===== config.mk =====
export PLATFORM = sky130hd
export DESIGN_NAME = rshift_ctrl
export DESIGN_NICKNAME = d
export VERILOG_FILES = /design/src/rtl/attn_ctrl_pkg.sv /design/src/rtl/rshift_ctrl_sideband_delay.sv /design/src/rtl/rshift_ctrl.sv
export SDC_FILE = /design/constraint.sdc
export NUM_CORES = 1
export LEC_CHECK = 0
export BUFFER_PORTS_ARGS = -buffer_cell sky130_fd_sc_hd__buf_2
export CAP_MARGIN = 20
export CELL_PAD_IN_SITES_DETAIL_PLACEMENT = 1
export CELL_PAD_IN_SITES_GLOBAL_PLACEMENT = 2
export CORE_MARGIN = 2
export CORE_UTILIZATION = 31
export CTS_CLUSTER_SIZE = 30
export DETAILED_ROUTE_END_ITERATION = 10
export GPL_TIMING_DRIVEN = 0
export PLACE_DENSITY_LB_ADDON = 0.1
export SYNTH_ARGS = -nofsm -noshare
export SYNTH_HDL_FRONTEND = slang
export SYNTH_SLANG_ARGS = --single-unit
export TNS_END_PERCENT = 20

===== constraint.sdc =====
create_clock -name clk -period 2.3 [get_ports clk]
set_clock_uncertainty 0.15 [all_clocks]
set_input_delay 0.23 -clock clk [delete_from_list [all_inputs] [get_ports clk]]
set_output_delay 0.23 -clock clk [all_outputs]
set_load 0.01 [all_outputs]

===== src/rtl/attn_ctrl_pkg.sv =====
// Shared types for the attention-score rshift controller: FSM states and
// the per-tile sideband that travels alongside the rshift pipeline.
package attn_ctrl_pkg;

  // Default tiling; the sideband field widths are sized from these.
  localparam int unsigned DEF_TILES_ROW  = 4;
  localparam int unsigned DEF_ROW_BLOCKS = 2;
  localparam int unsigned SB_COL_W       = $clog2(DEF_TILES_ROW);
  localparam int unsigned SB_ROW_W       = $clog2(DEF_ROW_BLOCKS);

  typedef enum logic [1:0] {
    ST_IDLE  = 2'd0,
    ST_RUN   = 2'd1,
    ST_DRAIN = 2'd2,
    ST_DONE  = 2'd3
  } state_t;

  typedef struct packed {
    logic [SB_COL_W-1:0] col;
    logic [SB_ROW_W-1:0] row;
    logic                last_col;
    logic                last_tile;
  } sideband_t;

endpackage


===== src/rtl/rshift_ctrl_sideband_delay.sv =====
// Fixed-depth delay line that carries tile sideband plus a valid bit so it
// emerges in the same cycle as the rshift unit's out_valid.
module sideband_delay
  import attn_ctrl_pkg::*;
#(
  parameter int unsigned DEPTH = 1
) (
  input  logic      clk,
  input  logic      rst,
  input  sideband_t in_sb,
  input  logic      in_valid,
  output sideband_t out_sb,
  output logic      out_valid
);

  sideband_t        sb_q  [DEPTH];
  logic [DEPTH-1:0] vld_q;

  // Shift sideband and valid one stage per clock; reset flushes every stage.
  always_ff @(posedge clk) begin
    if (rst) begin
      for (int i = 0; i < DEPTH; i++) begin
        sb_q[i]  <= '0;
        vld_q[i] <= 1'b0;
      end
    end else begin
      sb_q[0]  <= in_sb;
      vld_q[0] <= in_valid;
      for (int i = 1; i < DEPTH; i++) begin
        sb_q[i]  <= sb_q[i-1];
        vld_q[i] <= vld_q[i-1];
      end
    end
  end

  assign out_sb    = sb_q[DEPTH-1];
  assign out_valid = vld_q[DEPTH-1];

endmodule


===== src/rtl/rshift_ctrl.sv =====
// Sequences one head pass of QK^T tiles into the rshift unit: credit-based
// flow control toward the softmax FIFO, tile position tracking, in-flight
// accounting and sideband alignment with the rshift output.
module rshift_ctrl
  import attn_ctrl_pkg::*;
#(
  parameter int unsigned NUM_TILES_ROW  = 4,
  parameter int unsigned NUM_ROW_BLOCKS = 2,
  parameter int unsigned RSHIFT_LATENCY = 1,
  parameter int unsigned FIFO_DEPTH     = 4
) (
  input  logic                              clk,
  input  logic                              rst,
  input  logic                              start,
  output logic                              busy,
  output logic                              done,
  input  logic                              s_valid,
  output logic                              s_ready,
  output logic                              rs_in_valid,
  input  logic                              rs_out_valid,
  input  logic                              fifo_pop,
  output logic [$clog2(NUM_TILES_ROW)-1:0]  tile_col,
  output logic [$clog2(NUM_ROW_BLOCKS)-1:0] tile_row,
  output logic                              last_col,
  output logic                              last_tile,
  output logic                              err
);

  localparam int unsigned COL_W = $clog2(NUM_TILES_ROW);
  localparam int unsigned ROW_W = $clog2(NUM_ROW_BLOCKS);
  localparam int unsigned CRD_W = $clog2(FIFO_DEPTH + 1);
  localparam int unsigned TOTAL = NUM_TILES_ROW * NUM_ROW_BLOCKS;
  localparam int unsigned INF_W = $clog2(TOTAL + 1);

  // The sideband struct fields are sized by the package defaults.
  if (COL_W != SB_COL_W || ROW_W != SB_ROW_W) begin : g_width_check
    $error("rshift_ctrl: tiling parameters do not fit attn_ctrl_pkg::sideband_t");
  end

  state_t           state;
  logic [CRD_W-1:0] credits;
  logic [COL_W-1:0] col;
  logic [ROW_W-1:0] row;
  logic [INF_W-1:0] inflight;
  logic [INF_W-1:0] inflight_next;
  logic             err_q;

  logic      ready_int;
  logic      issue;
  logic      col_last;
  logic      row_last;
  logic      pop_bad;
  logic      pop_ok;
  logic      mismatch;
  sideband_t sb_in;
  sideband_t sb_out;
  logic      dly_valid;
  logic      sb_live;

  assign ready_int = !rst && (state == ST_RUN) && (credits != '0);
  assign issue     = s_valid && ready_int;
  assign col_last  = (col == COL_W'(NUM_TILES_ROW - 1));
  assign row_last  = (row == ROW_W'(NUM_ROW_BLOCKS - 1));
  // A pop at full credit is only legal when an issue consumes a credit that cycle.
  assign pop_bad   = fifo_pop && (credits == CRD_W'(FIFO_DEPTH)) && !issue;
  assign pop_ok    = fifo_pop && !pop_bad;
  assign mismatch  = rs_out_valid != dly_valid;

  // Next in-flight count; a spurious rs_out_valid at zero does not underflow.
  always_comb begin
    inflight_next = inflight;
    if (issue && !rs_out_valid) begin
      inflight_next = inflight + INF_W'(1);
    end else if (!issue && rs_out_valid && (inflight != '0)) begin
      inflight_next = inflight - INF_W'(1);
    end
  end

  // Sideband captured at issue time.
  always_comb begin
    sb_in           = '0;
    sb_in.col       = col;
    sb_in.row       = row;
    sb_in.last_col  = col_last;
    sb_in.last_tile = col_last && row_last;
  end

  // Pass FSM with credits, tile counters, in-flight count and sticky error.
  always_ff @(posedge clk) begin
    if (rst) begin
      state    <= ST_IDLE;
      credits  <= '0;
      col      <= '0;
      row      <= '0;
      inflight <= '0;
      err_q    <= 1'b0;
    end else begin
      inflight <= inflight_next;

      if (issue && !pop_ok) begin
        credits <= credits - CRD_W'(1);
      end else if (!issue && pop_ok) begin
        credits <= credits + CRD_W'(1);
      end

      if (issue) begin
        if (col_last) begin
          col <= '0;
          row <= row_last ? '0 : row + ROW_W'(1);
        end else begin
          col <= col + COL_W'(1);
        end
      end

      if (pop_bad || mismatch) begin
        err_q <= 1'b1;
      end

      case (state)
        ST_IDLE: begin
          if (start) begin
            state   <= ST_RUN;
            credits <= CRD_W'(FIFO_DEPTH);
            col     <= '0;
            row     <= '0;
            err_q   <= 1'b0;
          end
        end
        ST_RUN: begin
          if (issue && col_last && row_last) begin
            state <= ST_DRAIN;
          end
        end
        ST_DRAIN: begin
          if (inflight_next == '0) begin
            state <= ST_DONE;
          end
        end
        ST_DONE: begin
          state <= ST_IDLE;
        end
        default: begin
          state <= ST_IDLE;
        end
      endcase
    end
  end

  sideband_delay #(
    .DEPTH(RSHIFT_LATENCY)
  ) u_sideband_delay (
    .clk      (clk),
    .rst      (rst),
    .in_sb    (sb_in),
    .in_valid (issue),
    .out_sb   (sb_out),
    .out_valid(dly_valid)
  );

  assign sb_live     = dly_valid && !rst;
  assign s_ready     = ready_int;
  assign rs_in_valid = issue;
  assign busy        = !rst && (state != ST_IDLE);
  assign done        = !rst && (state == ST_DONE);
  assign err         = !rst && err_q;
  assign tile_col    = sb_live ? sb_out.col : '0;
  assign tile_row    = sb_live ? sb_out.row : '0;
  assign last_col    = sb_live && sb_out.last_col;
  assign last_tile   = sb_live && sb_out.last_tile;

endmodule


Word-level counts from Yosys, hierarchy flattened:

Memories as Yosys holds them, arrays and structs flattened.
Index checks and enable logic that the tools add are counted.

* flip-flop bits (word level): 14
* RAM bits: 5
* memories kept: 1
* bits of input ports: 6
* word-level logic and storage cells: 85
* output and inout bits: 10

Memories
* u_sideband_delay.sb_q: depth 1, bits a word 5, rd ports 1, clocked after memory_dff 0, wr ports 1, RTL line rshift_ctrl_sideband_delay.sv:16 `sideband_t sb_q [DEPTH];`

* muxes and demuxes: 29
* reduce and logical (&&, ||, !) cells: 33
* $add $sub $neg: 6
* equality and inequality tests: 9

Operators with widths (number)
* 1-bit logical AND: 20
* 2-bit two-way mux: 8
* 1-bit two-way mux: 13
* 3-bit two-way mux: 4
* 4-bit two-way mux: 2
* 2-bit case mux with 4 select lines: 1
* 2-bit == test (second input constant): 3
* 1-bit zero test: 5
* 5-bit two-way mux: 1
* 5-bit OR reduction: 1
* 4-bit by 1-bit adder with 4-bit output (second input constant): 1
* 4-bit zero test: 1
* 2-bit inequality test (second input constant): 2
* 4-bit nonzero test: 1
* 4-bit by 1-bit subtractor with 4-bit output (second input constant): 1
* 3-bit by 1-bit adder with 3-bit output (second input constant): 1
* 3-bit == test (second input constant): 1
* 3-bit AND reduction: 1
* 3-bit nonzero test: 1
* 3-bit by 1-bit subtractor with 3-bit output (second input constant): 1
* 2-bit by 1-bit adder with 2-bit output (second input constant): 1
* 2-bit by 1-bit == test with 1-bit output (second input constant): 1
* 2-bit zero test: 1
* 2-bit by 1-bit inequality test with 1-bit output (second input constant): 1
* other kinds (4): 4

Logic depth before layout (Yosys ltp):

Gate-level depths: netlist of run 1.

* word-level depth: 13
* mapped depth: 10
* depth with buffers taken out: 9

Hierarchy:

From an unflattened synthesis of run 1, not the netlist that was laid out.

* cells, all modules: 139
* area, all modules: 1178.6 sq um

Modules (own cells, without submodules)
* rshift_ctrl: times used 1, area each 1021.0 sq um, sequential area each 260.2 sq um, cells each 127
* sideband_delay: times used 1, area each 157.7 sq um, sequential area each 120.1 sq um, cells each 12

Worst setup path before layout of run 1:

OpenSTA, ideal clock, no wires.

* path kind: reg2reg
* start: reg state[1]
* end: reg state[1]
* arrival: 2018 ps
* period minus slack after synthesis: 2288 ps
* data required time: 2030 ps
* buffers on the path: 1
* stages on the path, launching flop included: 11
* path slack: 12 ps
* library setup time: 120 ps
* cells stage by stage: dfxtp_1 -> inv_1 -> ha_1 -> nor2b_1 -> nand3_4 -> inv_2 -> buf_6 -> mux2_4 -> a211oi_4 -> a31oi_1 -> a211o_1

* word-level cells in the longest chain between the ends: 12
* elaborated cells between the ends (all ways): 21
* classes of those cells: eq/ne (6); mux (3); reduce/logical (12)

RTL lines
* from (decl): RTL line rshift_ctrl.sv:40 `state_t state;`
* from (signal assigned): RTL line rshift_ctrl.sv:91 `state <= ST_IDLE;`
* from (signal assigned): RTL line rshift_ctrl.sv:122 `state <= ST_RUN;`
* from (signal assigned): RTL line rshift_ctrl.sv:131 `state <= ST_DRAIN;`
* 2-bit by 1-bit == test with 1-bit output *: RTL line rshift_ctrl.sv:60 `assign ready_int = !rst && (state == ST_RUN) && (credits != '0);`
* 1-bit logical AND * (2 in series): RTL line rshift_ctrl.sv:60
* 1-bit logical AND *: RTL line rshift_ctrl.sv:61 `assign issue = s_valid && ready_int;`
* via rs_in_valid: RTL line rshift_ctrl.sv:19 `output logic rs_in_valid,`
* 1-bit zero test: RTL line rshift_ctrl.sv:74 `end else if (!issue && rs_out_valid && (inflight != '0)) begin`
* 1-bit logical AND (2 in series): RTL line rshift_ctrl.sv:74
* 4-bit two-way mux: RTL line rshift_ctrl.sv:74
* 4-bit two-way mux: RTL line rshift_ctrl.sv:72 `if (issue && !rs_out_valid) begin`
* 4-bit zero test: RTL line rshift_ctrl.sv:135 `if (inflight_next == '0) begin`
* 2-bit inequality test (no line)
* 3-bit AND reduction (no line) *

Mark *: on every way through the listed nets, which the timed path passes. The rest lies on a longest branch.
A chain may end at the register's enable or synchronous reset.

Final worst setup path of run 1:

* start: reg state[1]
* end: reg state[1]

* word-level cells in the longest chain between the ends: 12
* elaborated cells between the ends (all ways): 21
* classes of those cells: eq/ne (6); mux (3); reduce/logical (12)

RTL lines (RTL line)
* 2-bit by 1-bit == test with 1-bit output: rshift_ctrl.sv:60, rshift_ctrl.sv:119
* 1-bit logical AND (2 in series): rshift_ctrl.sv:60
* 1-bit logical AND: rshift_ctrl.sv:61
* 1-bit zero test: rshift_ctrl.sv:74
* 1-bit logical AND (2 in series): rshift_ctrl.sv:74
* 4-bit two-way mux: rshift_ctrl.sv:74
* 4-bit two-way mux: rshift_ctrl.sv:72
* 4-bit zero test: rshift_ctrl.sv:135
* 2-bit inequality test (no line)
* 3-bit AND reduction (no line)

Parallel ways exist; a longest one is shown, timed or not.

==> run metrics, run 1 <==
status finished clean; final period utilization between 90% and 100%; Post-synth EDFFs 0; post-synthesis sequential area ratio 31.6%; FP Rows 22; vias in the first global route between 1000 and 1500; Worst IR Drop VDD 0.343 mV; drt wl/cell roughly 13 µm; Final Cell Area 1520 µm²; register area slightly below 400 µm²; area share of fa/ha/maj cells after synthesis around 11%; clock tree from TritonCTS yes; hpwl dp 2.13 mm; setup TNS 0 ps; die area approximately 4400 µm²; Final min period between 2000 and 2500 ps; CTS Sinks 19; total number of vias 1022; most common cell in the netlist dfxtp_1; pre-CTS setup slack -257 ps; Die Width around 66 µm; post-synth cell types 43; DR vias/cell 4.87; top cells by count, synth dfxtp_1 (19), nor2_1 (12), ha_1 (11); ANT nets after route 0; Rel. slew slack between 60% and 70%; Non-Filler Instances 210; post-synthesis compound-gate area fraction 16.0%; crit path max fanout 5; Initial Util roughly a third; antenna cells 0; Root Driver clkbuf_8; Crit. End Element flip-flop; worst min path class primary input to flip-flop; f_max about 450 MHz; GRT Util Overall approximately 15%; Final setup viols 0; Hold Buf Count CTS 0; synthesis-stage register bit count 19; final hold vios 0; layout cells sized above 1 between 20% and 30%; drt first pass iters 4; Leakage Power 0.664 nW; Gate Count Post-Synth between 100 and 150; # nets final 180; Synth Area in XOR/XNOR approximately 2.2%; area of the multi-input gates slightly above 800 µm²; initial antenna violation count 0; Die H about 66 µm; grt total ovfl 0; Worst-Margin Slew approximately 550 ps; Longest Clk Path Bufs 2; Netlist Area Pre-Place between 1000 and 1500 µm²; mux cell area share after synthesis under 10%; share of the synthesized area in the top cell type a little under a third; area leader, netlist dfxtp_1; Area contributors post-synth dfxtp_1 (32%), ha_1 (11%), nor2b_1 (5.2%); Critical Path AT about 2200 ps; Synth Area in Simple Gates approximately 28%; area delta synth->final 26.3%; RSZ-0062 raised after global routing true; clk_lat worst skew around 260 ps; WS Path Type flip-flop to flip-flop; first-pass GRT wire length approximately 4.8 mm; DR iter-0 viols 32; io pins 16; Core ar. 3690 µm²; FFs w/ async S/R, synth 0%; Util after Layout about two fifths; placed inst area between 1000 and 1500 µm²; clk slew on worst S/H paths approximately 80 ps; htree depth 1; DRC Markers 0; max cap viols 0; drt total wl ~2.8 mm; worst setup margin between 70 and 80 ps; Total Power 1.35 mW; Placer Congestion ~0.71; I/O Buffers 15; crit path launch type flip-flop; largest net degree at the start of global routing 12; Slew Viols, Final 0; Avg Cell Area, Syn 8.86 µm²; placed cell count 199; Fill cells approximately 450; WHS 94.0 ps; Post-Syn Nets between 150 and 200; Synth Warn # 0; Synth Flop Type dfxtp_1; Power Dens Cells just under 900 nW/µm²; largest family of logic cells by synthesized area simple AND/OR/NAND/NOR gates; CTS Buf Count 3; Crit path required time ~2300 ps
placed cells by master (no fill, tap or decap), types with 2 or more instances in the layout:
cell type,instances
nand2b_1,2
a211oi_1,4
a31oi_1,4
ha_1,9
clkbuf_8,3
mux2i_1,2
ha_4,2
mux2_2,2
dfxtp_1,14
nand2_1,6
nand3_1,3
inv_1,7
a21oi_1,10
nor2b_1,9
nand3b_1,3
clkbuf_1,4
nor2_1,12
dfxtp_2,4
buf_4,6
buf_2,15
nor3_1,4
and2_1,5
xnor2_1,2
inv_4,2
state kept, by name (all words and copies together), names as in the netlist:
register	cells
inflight	4
u_sideband_delay.out_valid	1
u_sideband_delay.sb_q	5
state	2
credits	3
col	2
err_q	1
row	1
metal layers:
| metal | vias up | global-route usage (%) | wire length [µm] | share of wire (%) |
|---|---|---|---|---|
| met2 | 14 | 23.9 | 1330 | 47 |
| met3 | 4 | 2.04 | 85 | 3.0 |
| met5 | - | 0 | 0 | 0 |
| met1 | 477 | 19.5 | 1390 | 49 |
| met4 | 0 | 4.59 | 29 | 1.0 |
| li1 | 527 | - | - | - |
logic make-up after synthesis:
kind of cell,after synthesis
xor gates and xnor gates,3
buffers and inverters,14
and+or+nand+nor,56
AOI/OAI and AO/OA,27
DFF,19
muxes,6
adders and majority gates,11
report_power, final:
part	internal, mW	switching [mW]	leakage (nW)
Clock	0.121	0.122	0.0255
Sequential	0.387	0.0812	0.157
Combinational	0.328	0.309	0.482
Total	0.836	0.512	0.664
final timing paths:
kind / to / slack [ps] / startpoint / cells past startpoint
worst max-delay path: state[1] / 80 / state[1] / 9
worst min-delay path: credits[1] / 90 / fifo_pop / 2
worst max register to register: state[1] / 80 / state[1] / 9
worst min register to register: row / 340 / row / 2
area by class of cell:
type | count | area share [%]
plain buffers | 5 | 1.97
clock buffers | 3 | 2.71
clock inverters | 1 | 0.329
inverters | 9 | 2.55
multi-input cells | 103 | 53.7
flip-flops and latches | 19 | 25.6
well taps | 48 | 3.95
repair buffers | 22 | 9.21
critical path, cell delays in order (launching register included):
cell and delay, ps:
dfxtp_4 370, inv_4 60, ha_4 130, nor2b_4 180, nand3_4 110, buf_4 160, o21ai_1 170, a21boi_0 350
mux2i_1 150, a211o_1 280
timing repair:
action	4_1_cts	5_1_grt
endpoints found under the setup margin	3	3
pin swaps	2	3
gates resized for setup	10	10
buffers inserted	4	3
Power figures use the tool's default switching activity.
==> inputs of run 2 (changes only) <==
--- a/config.mk
+++ b/config.mk
@@ -14,7 +14,8 @@
 export CTS_CLUSTER_SIZE = 30
 export DETAILED_ROUTE_END_ITERATION = 10
 export GPL_TIMING_DRIVEN = 0
-export PLACE_DENSITY_LB_ADDON = 0.1
+export PLACE_DENSITY = 0.78
+export SLEW_MARGIN = 5
 export SYNTH_ARGS = -nofsm -noshare
 export SYNTH_HDL_FRONTEND = slang
 export SYNTH_SLANG_ARGS = --single-unit
==> run metrics, run 2 (synthesis gave the netlist of run 1 again) <==
initial antenna violation count 0 (unchanged); f_max 447 MHz (was 450 MHz); Leakage Power 0.655 nW (was 0.664 nW); pre-CTS setup slack -247 ps (was -257 ps); crit path launch type flip-flop (unchanged); die area 4400 µm² (unchanged); CTS Buf Count 3 (unchanged); worst min path class primary input to flip-flop (unchanged); vias in the first global route 1131 (was 1014); CTS Sinks 19 (unchanged); reg-to-reg endpoint state[1] (unchanged); Core ar. 3690 µm² (unchanged); biggest regs u_sideband_delay.sb_q x5, inflight x4, credits x3 (unchanged); Power Dens Cells 916 nW/µm² (was 886 nW/µm²); placed cell count 199 (unchanged); WHS 92.0 ps (was 94.0 ps); worst setup margin 61.8 ps (was 77.7 ps); Critical Path AT 2240 ps (was 2230 ps); critical-path cell list inv_4 -> ha_4 -> nor2b_4 -> nand3_4 -> inv_2 -> buf_8 -> mux2_4 -> a211oi_4 -> a31oi_1 -> a211o_1 (was inv_4 -> ha_4 -> nor2b_4 -> nand3_4 -> buf_4 -> o21ai_1 -> a21boi_0 -> mux2i_1 -> a211o_1); crit path max fanout 5 (unchanged); antenna cells 0 (unchanged); Final Cell Area 1510 µm² (was 1520 µm²); max reg flops 5 (unchanged); drt total wl 3.07 mm (was 2.83 mm); slowest cell on the critical path dfxtp_4 (unchanged); Placer Congestion 0.757 (was 0.709); Total Power 1.38 mW (was 1.35 mW); total number of vias 1081 (was 1022); most frequent cells in the layout buf_2 (15), dfxtp_1 (14), nor2_1 (12) (unchanged); Crit path max-delay family compound AO/OA/AOI/OAI gates (unchanged); final hold vios 0 (unchanged); WS Path Type flip-flop to flip-flop (unchanged); htree depth 1 (unchanged); Hold Buf Count CTS 0 (unchanged); largest net degree at the start of global routing 11 (was 12); Root Driver clkbuf_8 (unchanged); hold path startpoint fifo_pop (unchanged); io pins 16 (unchanged); r2r worst-path depth 10 (was 9); FP Rows 22 (unchanged); area delta synth->final 25.0% (was 26.3%); max cap viols 0 (unchanged); Rel. slew slack 63.6% (was 63.0%); placed inst area 1340 µm² (unchanged); Worst-Margin Slew 545 ps (was 554 ps); status finished clean (unchanged); reg2reg setup slack 60 ps (was 80 ps); reg2reg start state[1] (unchanged); CP startpoint state[1] (unchanged); DRC Markers 0 (unchanged); Final setup viols 0 (unchanged); Util after Layout 40.8% (was 41.2%); Slew Viols, Final 0 (unchanged); Max stage delay on crit path 370 ps (about the same); ANT nets after route 0 (unchanged); Hold Crit Depth 2 (unchanged); hpwl dp 2.20 mm (was 2.13 mm); Longest Clk Path Bufs 2 (unchanged); # nets final 180 (unchanged); first-pass GRT wire length 5.01 mm (was 4.79 mm); CP bufs+invs 3 (was 2); Die Width 66.3 µm (unchanged); grt total ovfl 0 (unchanged); clk slew on worst S/H paths 80 ps (about the same); Die H 66.3 µm (unchanged); I/O Buffers 15 (unchanged); drt wl/cell 14.6 µm (was 13.5 µm); Top reg by flops u_sideband_delay.sb_q (unchanged); Non-Filler Instances 210 (unchanged); Worst IR Drop VDD 0.240 mV (was 0.343 mV); clock tree from TritonCTS yes (unchanged); Initial Util 32.7% (unchanged); RSZ-0062 raised after global routing true (unchanged); clk_lat worst skew 260 ps (about the same); Final min period 2240 ps (was 2220 ps); GRT Util Overall 14.9% (was 14.5%); final period utilization 97.3% (was 96.6%); Min-Delay Endpoint credits[1] (unchanged); Crit path required time 2310 ps (about the same); Crit. End Element flip-flop (unchanged); layout cells sized above 1 29.0% (was 29.6%); setup TNS 0 ps (unchanged); drt first pass iters 4 (unchanged); DR iter-0 viols 17 (was 32); DR vias/cell 5.15 (was 4.87); commonest non-fill, non-tap cell in the layout buf_2 (unchanged)
-- run 2: worst register-to-register path, stage by stage, from the launching register on --
cell and delay (ps):
dfxtp_4 370, inv_4 60, ha_4 130, nor2b_4 180, nand3_4 100, inv_2 80, buf_8 110, mux2_4 310
a211oi_4 280, a31oi_1 120, a211o_1 240
-- run 2: repair_timing --
action                                  in CTS  in global routing
endpoints found under the hold margin        0                  0
pin swaps                                    2                  3
endpoints found under the setup margin       2                  2
gates resized for setup                      9                 12
setup buffers                                5                  2
-- run 2: worst max-delay path by stage --
stage	to	slack, ps	cells past startpoint
floorplan	state[1]	10	10
global placement	state[1]	-180	10
detailed placement	state[1]	-250	10
CTS	state[1]	4	10
global route	state[1]	-40	10
finish	state[1]	60	10
-- run 2: area by class of cell --
class	count	area [µm²]
repair buffers	22	128
well taps	48	60.1
multi-input cells	103	816
flip-flops and latches	19	392
fillers	466	2180
plain buffers	5	30.0
clock buffers	4	45.0
inverters	9	36.3
-- run 2: power breakdown --
| part | total [mW] | leakage [nW] | internal [mW] | switching [mW] |
|---|---|---|---|---|
| Combinational | 0.664 | 0.475 | 0.342 | 0.322 |
| Clock | 0.243 | 0.0228 | 0.123 | 0.120 |
| Sequential | 0.473 | 0.157 | 0.390 | 0.0822 |
| Total | 1.38 | 0.655 | 0.856 | 0.524 |
-- run 2: metal layers --
layer	vias to the layer above	GRT usage [%]	share of wire, %
li1	526	-	-
met1	535	16.7	44
met2	16	28.2	53
met3	4	2.04	2.1
met4	0	5.36	1.2
met5	-	0	0
==> inputs of run 3 (changes only) <==
==> constraint.sdc (replaced) <==
create_clock -name clk -period 2.02 [get_ports clk]
set_clock_uncertainty 0.15 [all_clocks]
set_input_delay 0.202 -clock clk [delete_from_list [all_inputs] [get_ports clk]]
set_output_delay 0.202 -clock clk [all_outputs]
set_load 0.01 [all_outputs]
==> run metrics, run 3 (synthesis gave the netlist of run 1 again) <==
status complete, but fails checks (was finished clean); failing checks negative setup slack; Top reg by flops u_sideband_delay.sb_q (unchanged); placed cell count 199 (unchanged); WHS 73.4 ps (was 92.0 ps); Worst IR Drop VDD 0.438 mV (was 0.240 mV); vias in the first global route 1049 (was 1131); DR iter-0 viols 30 (was 17); setup TNS -183 ps (was 0 ps); Leakage Power 0.670 nW (was 0.655 nW); first-pass GRT wire length 4.92 mm (was 5.01 mm); max reg flops 5 (unchanged); initial antenna violation count 0 (unchanged); grt total ovfl 0 (unchanged); largest net degree at the start of global routing 12 (was 11); Total Power 1.62 mW (was 1.38 mW); RSZ-0062 raised after global routing true (unchanged); f_max 463 MHz (was 447 MHz); Final Cell Area 1550 µm² (was 1510 µm²); Longest Clk Path Bufs 2 (unchanged); drt wl/cell 14.1 µm (was 14.6 µm); Non-Filler Instances 210 (unchanged); placed inst area 1380 µm² (was 1340 µm²); clk_lat worst skew 250 ps (was 260 ps); most frequent cells in the layout buf_2 (15), dfxtp_1 (14), nor2_1 (12) (unchanged); drt total wl 2.95 mm (was 3.07 mm); worst setup margin -140 ps (was 61.8 ps); Initial Util 32.7% (unchanged); CTS Sinks 19 (unchanged); register area 392 µm² (unchanged); CTS Buf Count 3 (unchanged); commonest non-fill, non-tap cell in the layout buf_2 (unchanged); Slew Viols, Final 0 (unchanged); htree depth 1 (unchanged); area delta synth->final 28.5% (was 25.0%); Critical Path AT 2150 ps (was 2240 ps); DR vias/cell 4.91 (was 5.15); DRC Markers 0 (unchanged); crit path max fanout 3 (was 5); Rel. slew slack 63.7% (was 63.6%); drt first pass iters 4 (unchanged); Fill cells 455 (was 466); WS Path Type flip-flop to flip-flop (unchanged); Crit path required time 2010 ps (was 2310 ps); Worst-Margin Slew 544 ps (was 545 ps); max cap viols 0 (unchanged); ANT nets after route 0 (unchanged); layout cells sized above 1 34.0% (was 29.0%); I/O Buffers 15 (unchanged); final hold vios 0 (unchanged); Root Driver clkbuf_8 (unchanged); Core ar. 3690 µm² (unchanged); FP Rows 22 (unchanged); clk slew on worst S/H paths 70 ps (was 80 ps); Final setup viols 2 (was 0); io pins 16 (unchanged); Die Width 66.3 µm (unchanged); worst min path class primary input to flip-flop (unchanged); # nets final 180 (unchanged); Placer Congestion 0.754 (was 0.757); Util after Layout 42.0% (was 40.8%); Die H 66.3 µm (unchanged); Power Dens Cells 1050 nW/µm² (was 916 nW/µm²); antenna cells 0 (unchanged); total number of vias 1032 (was 1081); final period utilization 107% (was 97.3%); clock tree from TritonCTS yes (unchanged); biggest regs u_sideband_delay.sb_q x5, inflight x4, credits x3 (unchanged); pre-CTS setup slack -323 ps (was -247 ps); crit path launch type flip-flop (unchanged); GRT Util Overall 14.6% (was 14.9%); Crit. End Element flip-flop (unchanged); die area 4400 µm² (unchanged); Hold Buf Count CTS 0 (unchanged); Final min period 2160 ps (was 2240 ps); area of the multi-input gates 852 µm² (was 816 µm²); hpwl dp 2.26 mm (was 2.20 mm)
-- run 3: power by group --
group,switching [mW],internal [mW]
Combinational,0.393,0.425
Clock,0.129,0.137
Sequential,0.0927,0.445
Total,0.614,1.01
-- run 3: metal layers --
metal | part of all wire (%) | global-route usage [%] | vias to the layer above | wire [µm]
met3 | 2.5 | 3.07 | 2 | 74
met5 | 0 | 0 | - | 0
met2 | 53 | 26.4 | 13 | 1570
li1 | - | - | 527 | -
met1 | 44 | 17.6 | 490 | 1290
met4 | 0.58 | 3.06 | 0 | 17
-- run 3: final timing paths --
| path | slack, ps | startpoint | to | cells past startpoint |
|---|---|---|---|---|
| worst max-delay path | -140 | state[1] | state[1] | 9 |
| worst min-delay path | 70 | fifo_pop | credits[1] | 2 |
| worst max register to register | -140 | state[1] | state[1] | 9 |
| worst min register to register | 330 | col[1] | col[1] | 2 |
-- run 3: critical path, stage by stage, from the launching register on --
cell	delay (ps)
dfxtp_4	360
inv_4	60
ha_4	130
nor2b_4	170
buf_4	130
a31oi_2	100
mux2_4	290
o311ai_4	300
a31oi_1	130
a211o_1	240
-- run 3: what timing repair did --
action                                  in CTS  in global routing
setup buffers                                6                  1
pin swaps                                    5                  4
endpoints found under the setup margin       3                  4
gates resized for setup                     12                  8
gates cloned                                 0                  0
-- run 3: layout make-up --
type	count	area share, %
plain buffers	5	2.02
repair buffers	22	8.25
well taps	48	3.88
clock inverters	1	0.323
multi-input cells	103	55.1
flip-flops and latches	19	25.3
clock buffers	3	2.67
inverters	9	2.51
